### src/rtl/unibus_master_if.sv
// Unibus signal bundle between the master and the slave side of the bus.
// Data/SSYN/BBSY come in from the bus; address, control, MSYN, BBSY and data are driven out.
interface unibus_master_if;
    logic [15:0] bus_d;
    logic        bus_ssyn;
    logic        bus_bbsy;
    logic [17:0] bus_addr_out;
    logic        bus_c0_out;
    logic        bus_c1_out;
    logic        bus_msyn_out;
    logic        bus_bbsy_out;
    logic [15:0] bus_d_out;

    modport master (
        input  bus_d, bus_ssyn, bus_bbsy,
        output bus_addr_out, bus_c0_out, bus_c1_out, bus_msyn_out, bus_bbsy_out, bus_d_out
    );

    modport slave (
        output bus_d, bus_ssyn, bus_bbsy,
        input  bus_addr_out, bus_c0_out, bus_c1_out, bus_msyn_out, bus_bbsy_out, bus_d_out
    );
endinterface

### src/rtl/unibus_master.sv
// Unibus initiator running single DATI/DATO/DATOB cycles for a local requester; UNIBUS_TIMEOUT_EN adds the no-SSYN bus error.
// Latency: req to done = 1 + 1 + DESKEW + 3 + 2 + DESKEW clocks with an immediate slave.
// Backpressure: req is ignored while busy; the cycle stalls in WAIT on a busy bus and in MSYN until SSYN.
module unibus_master #(
    parameter int DESKEW  = 4,
    parameter int TIMEOUT = 500
) (
    input  logic                 clk,
    input  logic                 reset,
    input  logic                 bus_init,
    input  logic                 req,
    input  logic                 we,
    input  logic                 byte_op,
    input  logic [17:0]          addr,
    input  logic [15:0]          wdata,
    output logic                 done,
    output logic                 err,
    output logic [15:0]          rdata,
    output logic                 busy,
    unibus_master_if.master      bus
);

    localparam int DW = (DESKEW > 1) ? $clog2(DESKEW) : 1;

    typedef enum logic [2:0] {
        ST_IDLE,
        ST_WAIT,
        ST_SETUP,
        ST_MSYN,
        ST_RELEASE
    } state_t;

    state_t          state, state_nxt;
    logic [DW-1:0]   dcnt, dcnt_nxt;
    logic            done_nxt;
    logic            cap;
    logic [1:0]      ssyn_sync, bbsy_sync;
    logic            ssyn_s, bbsy_s;
    logic [17:0]     addr_q;
    logic [15:0]     wdata_q;
    logic            we_q, byte_q;
    logic            drive;

    assign ssyn_s = ssyn_sync[1];
    assign bbsy_s = bbsy_sync[1];

`ifdef UNIBUS_TIMEOUT_EN
    localparam int TW = $clog2(TIMEOUT + 1);
    logic [TW-1:0] tcnt, tcnt_nxt;
    logic          err_flag, err_flag_nxt;
`endif

    always_comb begin
        state_nxt = state;
        dcnt_nxt  = dcnt;
        done_nxt  = 1'b0;
        cap       = 1'b0;
`ifdef UNIBUS_TIMEOUT_EN
        tcnt_nxt     = tcnt;
        err_flag_nxt = err_flag;
`endif
        case (state)
            ST_IDLE: begin
                if (req) state_nxt = ST_WAIT;
            end
            ST_WAIT: begin
                if (!(bbsy_s | ssyn_s)) begin
                    state_nxt = ST_SETUP;
                    dcnt_nxt  = '0;
                end
            end
            ST_SETUP: begin
                if (dcnt == DW'(DESKEW - 1)) begin
                    state_nxt = ST_MSYN;
`ifdef UNIBUS_TIMEOUT_EN
                    tcnt_nxt  = '0;
`endif
                end else begin
                    dcnt_nxt = dcnt + 1'b1;
                end
            end
            ST_MSYN: begin
                if (ssyn_s) begin
                    state_nxt = ST_RELEASE;
                    dcnt_nxt  = '0;
                    cap       = !we_q;
`ifdef UNIBUS_TIMEOUT_EN
                    err_flag_nxt = 1'b0;
                end else if (tcnt == TW'(TIMEOUT)) begin
                    state_nxt    = ST_RELEASE;
                    dcnt_nxt     = '0;
                    err_flag_nxt = 1'b1;
                end else begin
                    tcnt_nxt = tcnt + 1'b1;
`endif
                end
            end
            ST_RELEASE: begin
                // Address hold only starts once the slave has dropped SSYN.
                if (ssyn_s) begin
                    dcnt_nxt = '0;
                end else if (dcnt == DW'(DESKEW - 1)) begin
                    state_nxt = ST_IDLE;
                    done_nxt  = 1'b1;
                end else begin
                    dcnt_nxt = dcnt + 1'b1;
                end
            end
            default: state_nxt = ST_IDLE;
        endcase
        if (bus_init) begin
            state_nxt = ST_IDLE;
            done_nxt  = 1'b0;
            cap       = 1'b0;
        end
    end

    always_ff @(posedge clk or negedge reset) begin
        if (!reset) begin
            state     <= ST_IDLE;
            dcnt      <= '0;
            done      <= 1'b0;
            rdata     <= '0;
            ssyn_sync <= '0;
            bbsy_sync <= '0;
            addr_q    <= '0;
            wdata_q   <= '0;
            we_q      <= 1'b0;
            byte_q    <= 1'b0;
        end else begin
            state     <= state_nxt;
            dcnt      <= dcnt_nxt;
            done      <= done_nxt;
            ssyn_sync <= {ssyn_sync[0], bus.bus_ssyn};
            bbsy_sync <= {bbsy_sync[0], bus.bus_bbsy};
            // The sync delay on SSYN doubles as deskew for the slave's data.
            if (cap) rdata <= bus.bus_d;
            if (state == ST_IDLE && req) begin
                addr_q  <= addr;
                wdata_q <= wdata;
                we_q    <= we;
                byte_q  <= byte_op;
            end
        end
    end

`ifdef UNIBUS_TIMEOUT_EN
    always_ff @(posedge clk or negedge reset) begin
        if (!reset) begin
            tcnt     <= '0;
            err_flag <= 1'b0;
            err      <= 1'b0;
        end else begin
            tcnt     <= tcnt_nxt;
            err_flag <= err_flag_nxt;
            err      <= done_nxt & err_flag_nxt;
        end
    end
`else
    assign err = 1'b0;
`endif

    // Outputs decode straight from state so an async reset drops the bus at once.
    assign drive             = (state == ST_SETUP) || (state == ST_MSYN) || (state == ST_RELEASE);
    assign busy              = (state != ST_IDLE);
    assign bus.bus_bbsy_out  = drive;
    assign bus.bus_msyn_out  = (state == ST_MSYN);
    assign bus.bus_addr_out  = drive ? addr_q : 18'h0;
    assign bus.bus_c1_out    = drive & we_q;
    assign bus.bus_c0_out    = drive & we_q & byte_q;
    assign bus.bus_d_out     = !(drive & we_q) ? 16'h0 :
                               byte_q ? {wdata_q[7:0], wdata_q[7:0]} : wdata_q;

endmodule
### src/flat_wrapper.sv
// flat-port wrapper written by rule: the top's interface ports become plain ports
module unibus_master_flat 
#(
    parameter int DESKEW  = 4,
    parameter int TIMEOUT = 500
)
  (clk, reset, bus_init, req, we, byte_op, addr, wdata, done, err, rdata, busy, bus_bus_d, bus_bus_ssyn, bus_bus_bbsy, bus_bus_addr_out, bus_bus_c0_out, bus_bus_c1_out, bus_bus_msyn_out, bus_bus_bbsy_out, bus_bus_d_out);
  unibus_master_if bus_i ();
  input  logic clk;
  input  logic reset;
  input  logic bus_init;
  input  logic req;
  input  logic we;
  input  logic byte_op;
  input  logic [17:0] addr;
  input  logic [15:0] wdata;
  output logic done;
  output logic err;
  output logic [15:0] rdata;
  output logic busy;
  input wire logic [$bits(bus_i.bus_d)-1:0] bus_bus_d;
  input wire logic [$bits(bus_i.bus_ssyn)-1:0] bus_bus_ssyn;
  input wire logic [$bits(bus_i.bus_bbsy)-1:0] bus_bus_bbsy;
  output wire logic [$bits(bus_i.bus_addr_out)-1:0] bus_bus_addr_out;
  output wire logic [$bits(bus_i.bus_c0_out)-1:0] bus_bus_c0_out;
  output wire logic [$bits(bus_i.bus_c1_out)-1:0] bus_bus_c1_out;
  output wire logic [$bits(bus_i.bus_msyn_out)-1:0] bus_bus_msyn_out;
  output wire logic [$bits(bus_i.bus_bbsy_out)-1:0] bus_bus_bbsy_out;
  output wire logic [$bits(bus_i.bus_d_out)-1:0] bus_bus_d_out;
  assign bus_i.bus_d = bus_bus_d;
  assign bus_i.bus_ssyn = bus_bus_ssyn;
  assign bus_i.bus_bbsy = bus_bus_bbsy;
  assign bus_bus_addr_out = bus_i.bus_addr_out;
  assign bus_bus_c0_out = bus_i.bus_c0_out;
  assign bus_bus_c1_out = bus_i.bus_c1_out;
  assign bus_bus_msyn_out = bus_i.bus_msyn_out;
  assign bus_bus_bbsy_out = bus_i.bus_bbsy_out;
  assign bus_bus_d_out = bus_i.bus_d_out;
  unibus_master #(.DESKEW(DESKEW), .TIMEOUT(TIMEOUT)) u_core (.clk(clk), .reset(reset), .bus_init(bus_init), .req(req), .we(we), .byte_op(byte_op), .addr(addr), .wdata(wdata), .done(done), .err(err), .rdata(rdata), .busy(busy), .bus(bus_i));
endmodule
### config.mk
export PLATFORM = sky130hd
export DESIGN_NAME = unibus_master_flat
export DESIGN_NICKNAME = d
export VERILOG_FILES = /design/src/rtl/unibus_master_if.sv /design/src/rtl/unibus_master.sv /design/src/flat_wrapper.sv
export SDC_FILE = /design/constraint.sdc
export NUM_CORES = 1
export LEC_CHECK = 0
export CORE_MARGIN = 4
export CORE_UTILIZATION = 46
export CTS_CLUSTER_SIZE = 25
export DETAILED_ROUTE_END_ITERATION = 8
export PLACE_DENSITY = 0.89
export SYNTH_ARGS = -nofsm -noshare
export SYNTH_HDL_FRONTEND = slang
export SYNTH_SLANG_ARGS = --single-unit
### constraint.sdc
create_clock -name clk -period 3.35 [get_ports clk]
set_clock_uncertainty 0.15 [all_clocks]
set_input_delay 0.67 -clock clk [delete_from_list [all_inputs] [get_ports clk]]
set_output_delay 0.67 -clock clk [all_outputs]
set_load 0.005 [all_outputs]
# == Yosys cells after proc, flatten, opt, wreduce, memory -nomap -nowiden ==
# Cells that the tools add are included.
# word_totals
register_bits,62
input_bits,58
# classes
addsub,1
muxes,23
n_bitwise,3
n_reduce_logical,9
eq_ne,13
# op_table
op,n
16-bit 2-to-1 mux,2
3-bit 2-to-1 mux,7
18-bit 2-to-1 mux,1
3-bit case mux with 5 select lines,1
"3-bit by 2-bit inequality test with 1-bit output, second input constant",3
"3-bit inequality test, second input constant",3
2-bit 2-to-1 mux,4
2-bit case mux with 4 select lines,1
1-bit 2-to-1 mux,7
"3-bit by 2-bit equality test with 1-bit output, second input constant",2
6-bit AND reduction,1
4-bit nonzero test,1
"3-bit by 1-bit equality test with 1-bit output, second input constant",1
"3-bit equality test, second input constant",1
3-bit logical NOT,1
3-bit AND reduction,1
3-bit nonzero test,1
"2-bit by 1-bit adder with 2-bit output, second input constant",1
1-bit bitwise AND,2
"2-bit equality test, second input constant",1
1-bit logical OR,2
"2-bit by 1-bit inequality test with 1-bit output, second input constant",1
"2-bit inequality test, second input constant",1
1-bit logical AND,1
2 further kinds,2

# == Depth between registers and ports, before layout ==
# Gate-level depths: netlist of the first run.
# depth
depth_word,5
ltp_mapped,7
ltp_nobuf,4

# == Worst setup path before layout of the first run ==
# OpenSTA, ideal clock, no wires.
# synth_path
path_type,register to output
start,register u_core.state[1]
end,output port bus_bus_d_out[7]
path_buffers,2
stages_incl_launch_ff,6
slack_ns,1.242
arrival_ns,1.288
t_required_ns,2.530
cell_sequence,dfrtp_1 > nand2b_1 > o21ai_1 > clkbuf_1 > clkbuf_1 > and3_1
# synth_via
elab_chain_cells,5
# synth_rtl
item,line,source
"start, declared",unibus_master.sv:33,"state_t state, state_nxt;"
"start signal, assigned",unibus_master.sv:131,state <= state_nxt;
3-bit by 2-bit equality test with 1-bit output,unibus_master.sv:164,assign drive = (state == ST_SETUP) || (state == ST_MSYN) || (state == ST_RELEASE);
1-bit logical OR,unibus_master.sv:164,
1-bit logical OR *,unibus_master.sv:164,
1-bit bitwise AND *,unibus_master.sv:171,assign bus.bus_d_out = !(drive & we_q) ? 16'h0 :
16-bit 2-to-1 mux *,unibus_master.sv:171,
"end, declared",flat_wrapper.sv:29,output wire logic [$bits(bus_i.bus_d_out)-1:0] bus_bus_d_out;
# Every way passes the cells marked *; elsewhere a longest branch is shown, timed or not.

# == Final worst setup path of the first run ==
# layout_path
start,register u_core.state[1]
end,output port bus_bus_d_out[15]
# The elaborated chain is that of the path after synthesis.

==> qor.csv, run 1 <==
metric,value,unit
predominant post-synthesis flop cell,dfrtp_1,
row count,28,
Reg2Reg Depth,4,
fin cells,403,
first-pass GRT wire length,10.33,mm
multi-input combinational cell area,1117,sq um
Post-synth EDFFs,0,
largest net degree at the start of global routing,44,
pre-CTS WS,0.4770,ns
vias per inst,4.973,
"Arr. time, crit path",2.29,ns
area grow syn2layout,49.46,%
DR WL/cell,15.70,um
setup TNS,0,ns
vias post-DR,2004,
Crit Path Class,register to output port,
Iter 0 DRT Violations,98,
grt total ovfl,0,
Placed Cells incl. Taps,388,
Final period util,92.96,%
critical path required time,2.53,ns
register area,1551,sq um
# DRC,0,
Nets,382,
R2R Setup Slk,1.18,ns
number of hold buffers added after cts,0,
Max Slew Vio Count,0,
peak supply drop,0.3007,mV
syn_area_per_cell,13.32,sq um
syn nets,266,
die width,85.60,um
worst-margin pin slew,0.9387,ns
sequential fraction of the synthesis area,56.01,%
antenna-violating nets left,0,
PD cells,508.6,nW/um^2
distinct cell type count after synthesis,32,
setup ws final,0.2358,ns
Clock Pin Slew Worst Setup and Hold Paths,0.06,ns
DIE HEIGHT,85.60,um
die area,7327,sq um
synthesized cell area,2770,sq um
# setup viols final,0,
ANT cells,0,
Hold Crit Class,register to register,
Total Routing Usage GR,18.40,%
TritonCTS Sinks,62,
Fin Hold WS,0.2196,ns
final wirelength,6.328,mm
# fillers,445,
final hold violations,0,
CTS Buffer Depth,2,
GP Congestion,0.7668,
initial core utilization,47.07,%
CTS tree,done,
slowest cell on the critical path,clkdlybuf4s50_1,
async set or reset register ratio after synthesis,100.0,%
clk root buf,clkbuf_8,
Max-slew headroom,37.42,%
worst-path cell chain,nand2b_1 > o21ai_2 > buf_4 > nand2_2 > nor2_1 > clkdlybuf4s50_1,
Tmin final,3.114,ns
Routed met3 length,429,um
number of synthesized register bits,62,
I/O Pins,115,
Total Power,2106,uW
crit start category,register,
Yosys warning count,0,
wl on met1,2.588,mm
LEAKAGE,0.001815,uW
crit end category,output port,
Mapped Cells,208,
detailed-placement wirelength estimate,4.756,mm
Port Buffers,113,
Clock Latency Late Sink,0.33,ns
Num CTS Buffers,9,
floorplan core area,5886,sq um
vias in the first global route,2189,
RSZ-0062 raised after global routing,no,
FMAX,321.1,MHz
top sig layer,met4,
Clock H-tree levels,3,
status,finished clean,
total of max-cap violations,0,
hold path cells,0,
routed length on met2,3.219,mm
CP Max Fanout,19,
Detailed Routing Iterations Pass 1,4,
initial antenna violation count,0,
layout cell share with drive strength beyond 1,22.87,%
crit-path max cell delay,0.52,ns
[sequential cells by signal, summed over array words and instances, names as in the netlist]
name	flops
u_core.state	3
u_core.done	1
u_core.addr_q	18
u_core.byte_q	1
u_core.dcnt	2
u_core.we_q	1
u_core.wdata_q	16
u_core.ssyn_sync	2
u_core.rdata	16
u_core.bbsy_sync	2
[timing repair]
action,4_1_cts,5_1_grt
setup endpoints to repair,0,2
buffers inserted,0,0
gates resized for setup,0,1
[layer usage]
| layer | up-vias | track usage, % |
|---|---|---|
| li1 | 950 | - |
| met1 | 975 | 22.01 |
| met2 | 72 | 30.58 |
| met3 | 7 | 5.668 |
| met4 | 0 | 8.201 |
| met5 | - | 0 |
[Yosys cell counts (2+ instances only)]
| library cell | n | area [sq um] |
|---|---|---|
| a21oi_1 | 4 | 20.02 |
| and3_1 | 9 | 56.30 |
| nand2_1 | 4 | 15.01 |
| clkbuf_1 | 4 | 15.01 |
| and2_1 | 19 | 118.9 |
| inv_1 | 4 | 15.01 |
| mux2_2 | 41 | 461.7 |
| nand2b_1 | 2 | 12.51 |
| mux2i_1 | 8 | 80.08 |
| or3_1 | 3 | 18.77 |
| mux2_4 | 10 | 150.1 |
| nor2_1 | 13 | 48.80 |
| o21ai_0 | 2 | 10.01 |
| a2111oi_0 | 2 | 17.52 |
| buf_4 | 5 | 37.54 |
| dfrtp_1 | 62 | 1551 |
[critical path: cells and delay by family, from the launching register on]
family	cells	cell delay, ns
AO/OA/AOI/OAI	1	0.15
buffers and inverters	2	0.75
flip-flops	1	0.48
AND/OR/NAND/NOR	3	0.59
[stage by stage]
| step | utilization [%] | cell area (sq um) |
|---|---|---|
| 2_1_floorplan | - | 2770 |
| 3_3_place_gp | 67.13 | 3951 |
| 3_5_place_dp | 67.13 | 3951 |
| 4_1_cts | 70.30 | 4138 |
| 5_1_grt | 70.34 | 4140 |
| 6_report | 70.34 | 4140 |
[cells in the final DEF (no fill, tap or decap), types with 2 or more instances in the layout]
master / count
a2111oi_0: 2
a21oi_1: 4
and2_1: 19
and3_1: 9
buf_4: 4
clkbuf_1: 2
clkbuf_8: 13
clkdlybuf4s50_1: 112
dfrtp_1: 62
inv_1: 4
mux2_2: 41
mux2_4: 10
mux2i_1: 8
nand2_1: 3
nand2b_1: 2
nor2_1: 13
o21ai_0: 2
or3_1: 3
[logic make-up (layout without fill, tap and decap cells)]
group / after synthesis / in the layout / share of synthesized area (%)
other: 1 / 1 / 0.1354
buffers and inverters: 17 / 137 / 3.884
AOI/OAI and AO/OA: 13 / 13 / 3.072
DFF: 62 / 62 / 56.01
muxes: 60 / 60 / 25.38
and+or+nand+nor: 55 / 55 / 11.52
[final cells by class]
class | count | area share, %
Timing Repair Buffer | 118 | 28.41
Clock buffer | 15 | 4.503
Tap cell | 75 | 2.267
Sequential cell | 62 | 37.47
Inverter | 4 | 0.3626
Multi-Input combinational cell | 129 | 26.99
[final timing paths]
check / end / startpoint
worst max-delay path: bus_bus_d_out[15] / u_core.state[1]$_DFFE_PN0P_
min in group asynchronous: u_core.wdata_q[3]$_DFFE_PN0P_ / reset
worst min-delay path: u_core.bbsy_sync[1]$_DFF_PN0_ / u_core.bbsy_sync[0]$_DFF_PN0_
max in group asynchronous: u_core.rdata[11]$_DFFE_PN0P_ / reset
worst min register to register: u_core.bbsy_sync[1]$_DFF_PN0_ / u_core.bbsy_sync[0]$_DFF_PN0_
worst max register to register: u_core.rdata[12]$_DFFE_PN0P_ / u_core.state[0]$_DFFE_PN0P_
[where the power goes]
group          total [uW]  switching, uW  internal (uW)
registers             999            102            897
clock network         609            263            346
logic                 497            158            340
Power figures use the tool's default switching activity.
==> run 2: changes to the inputs <==
--- a/config.mk
+++ b/config.mk
@@ -5,6 +5,7 @@
 export SDC_FILE = /design/constraint.sdc
 export NUM_CORES = 1
 export LEC_CHECK = 0
+export ABC_CLOCK_PERIOD_IN_PS = 3350
 export CORE_MARGIN = 4
 export CORE_UTILIZATION = 46
 export CTS_CLUSTER_SIZE = 25
@@ -13,3 +14,4 @@
 export SYNTH_ARGS = -nofsm -noshare
 export SYNTH_HDL_FRONTEND = slang
 export SYNTH_SLANG_ARGS = --single-unit
+export TNS_END_PERCENT = 5
==> results of run 2 <==
Same layout as run 1: the final DEF is identical, and so are final timing and power.
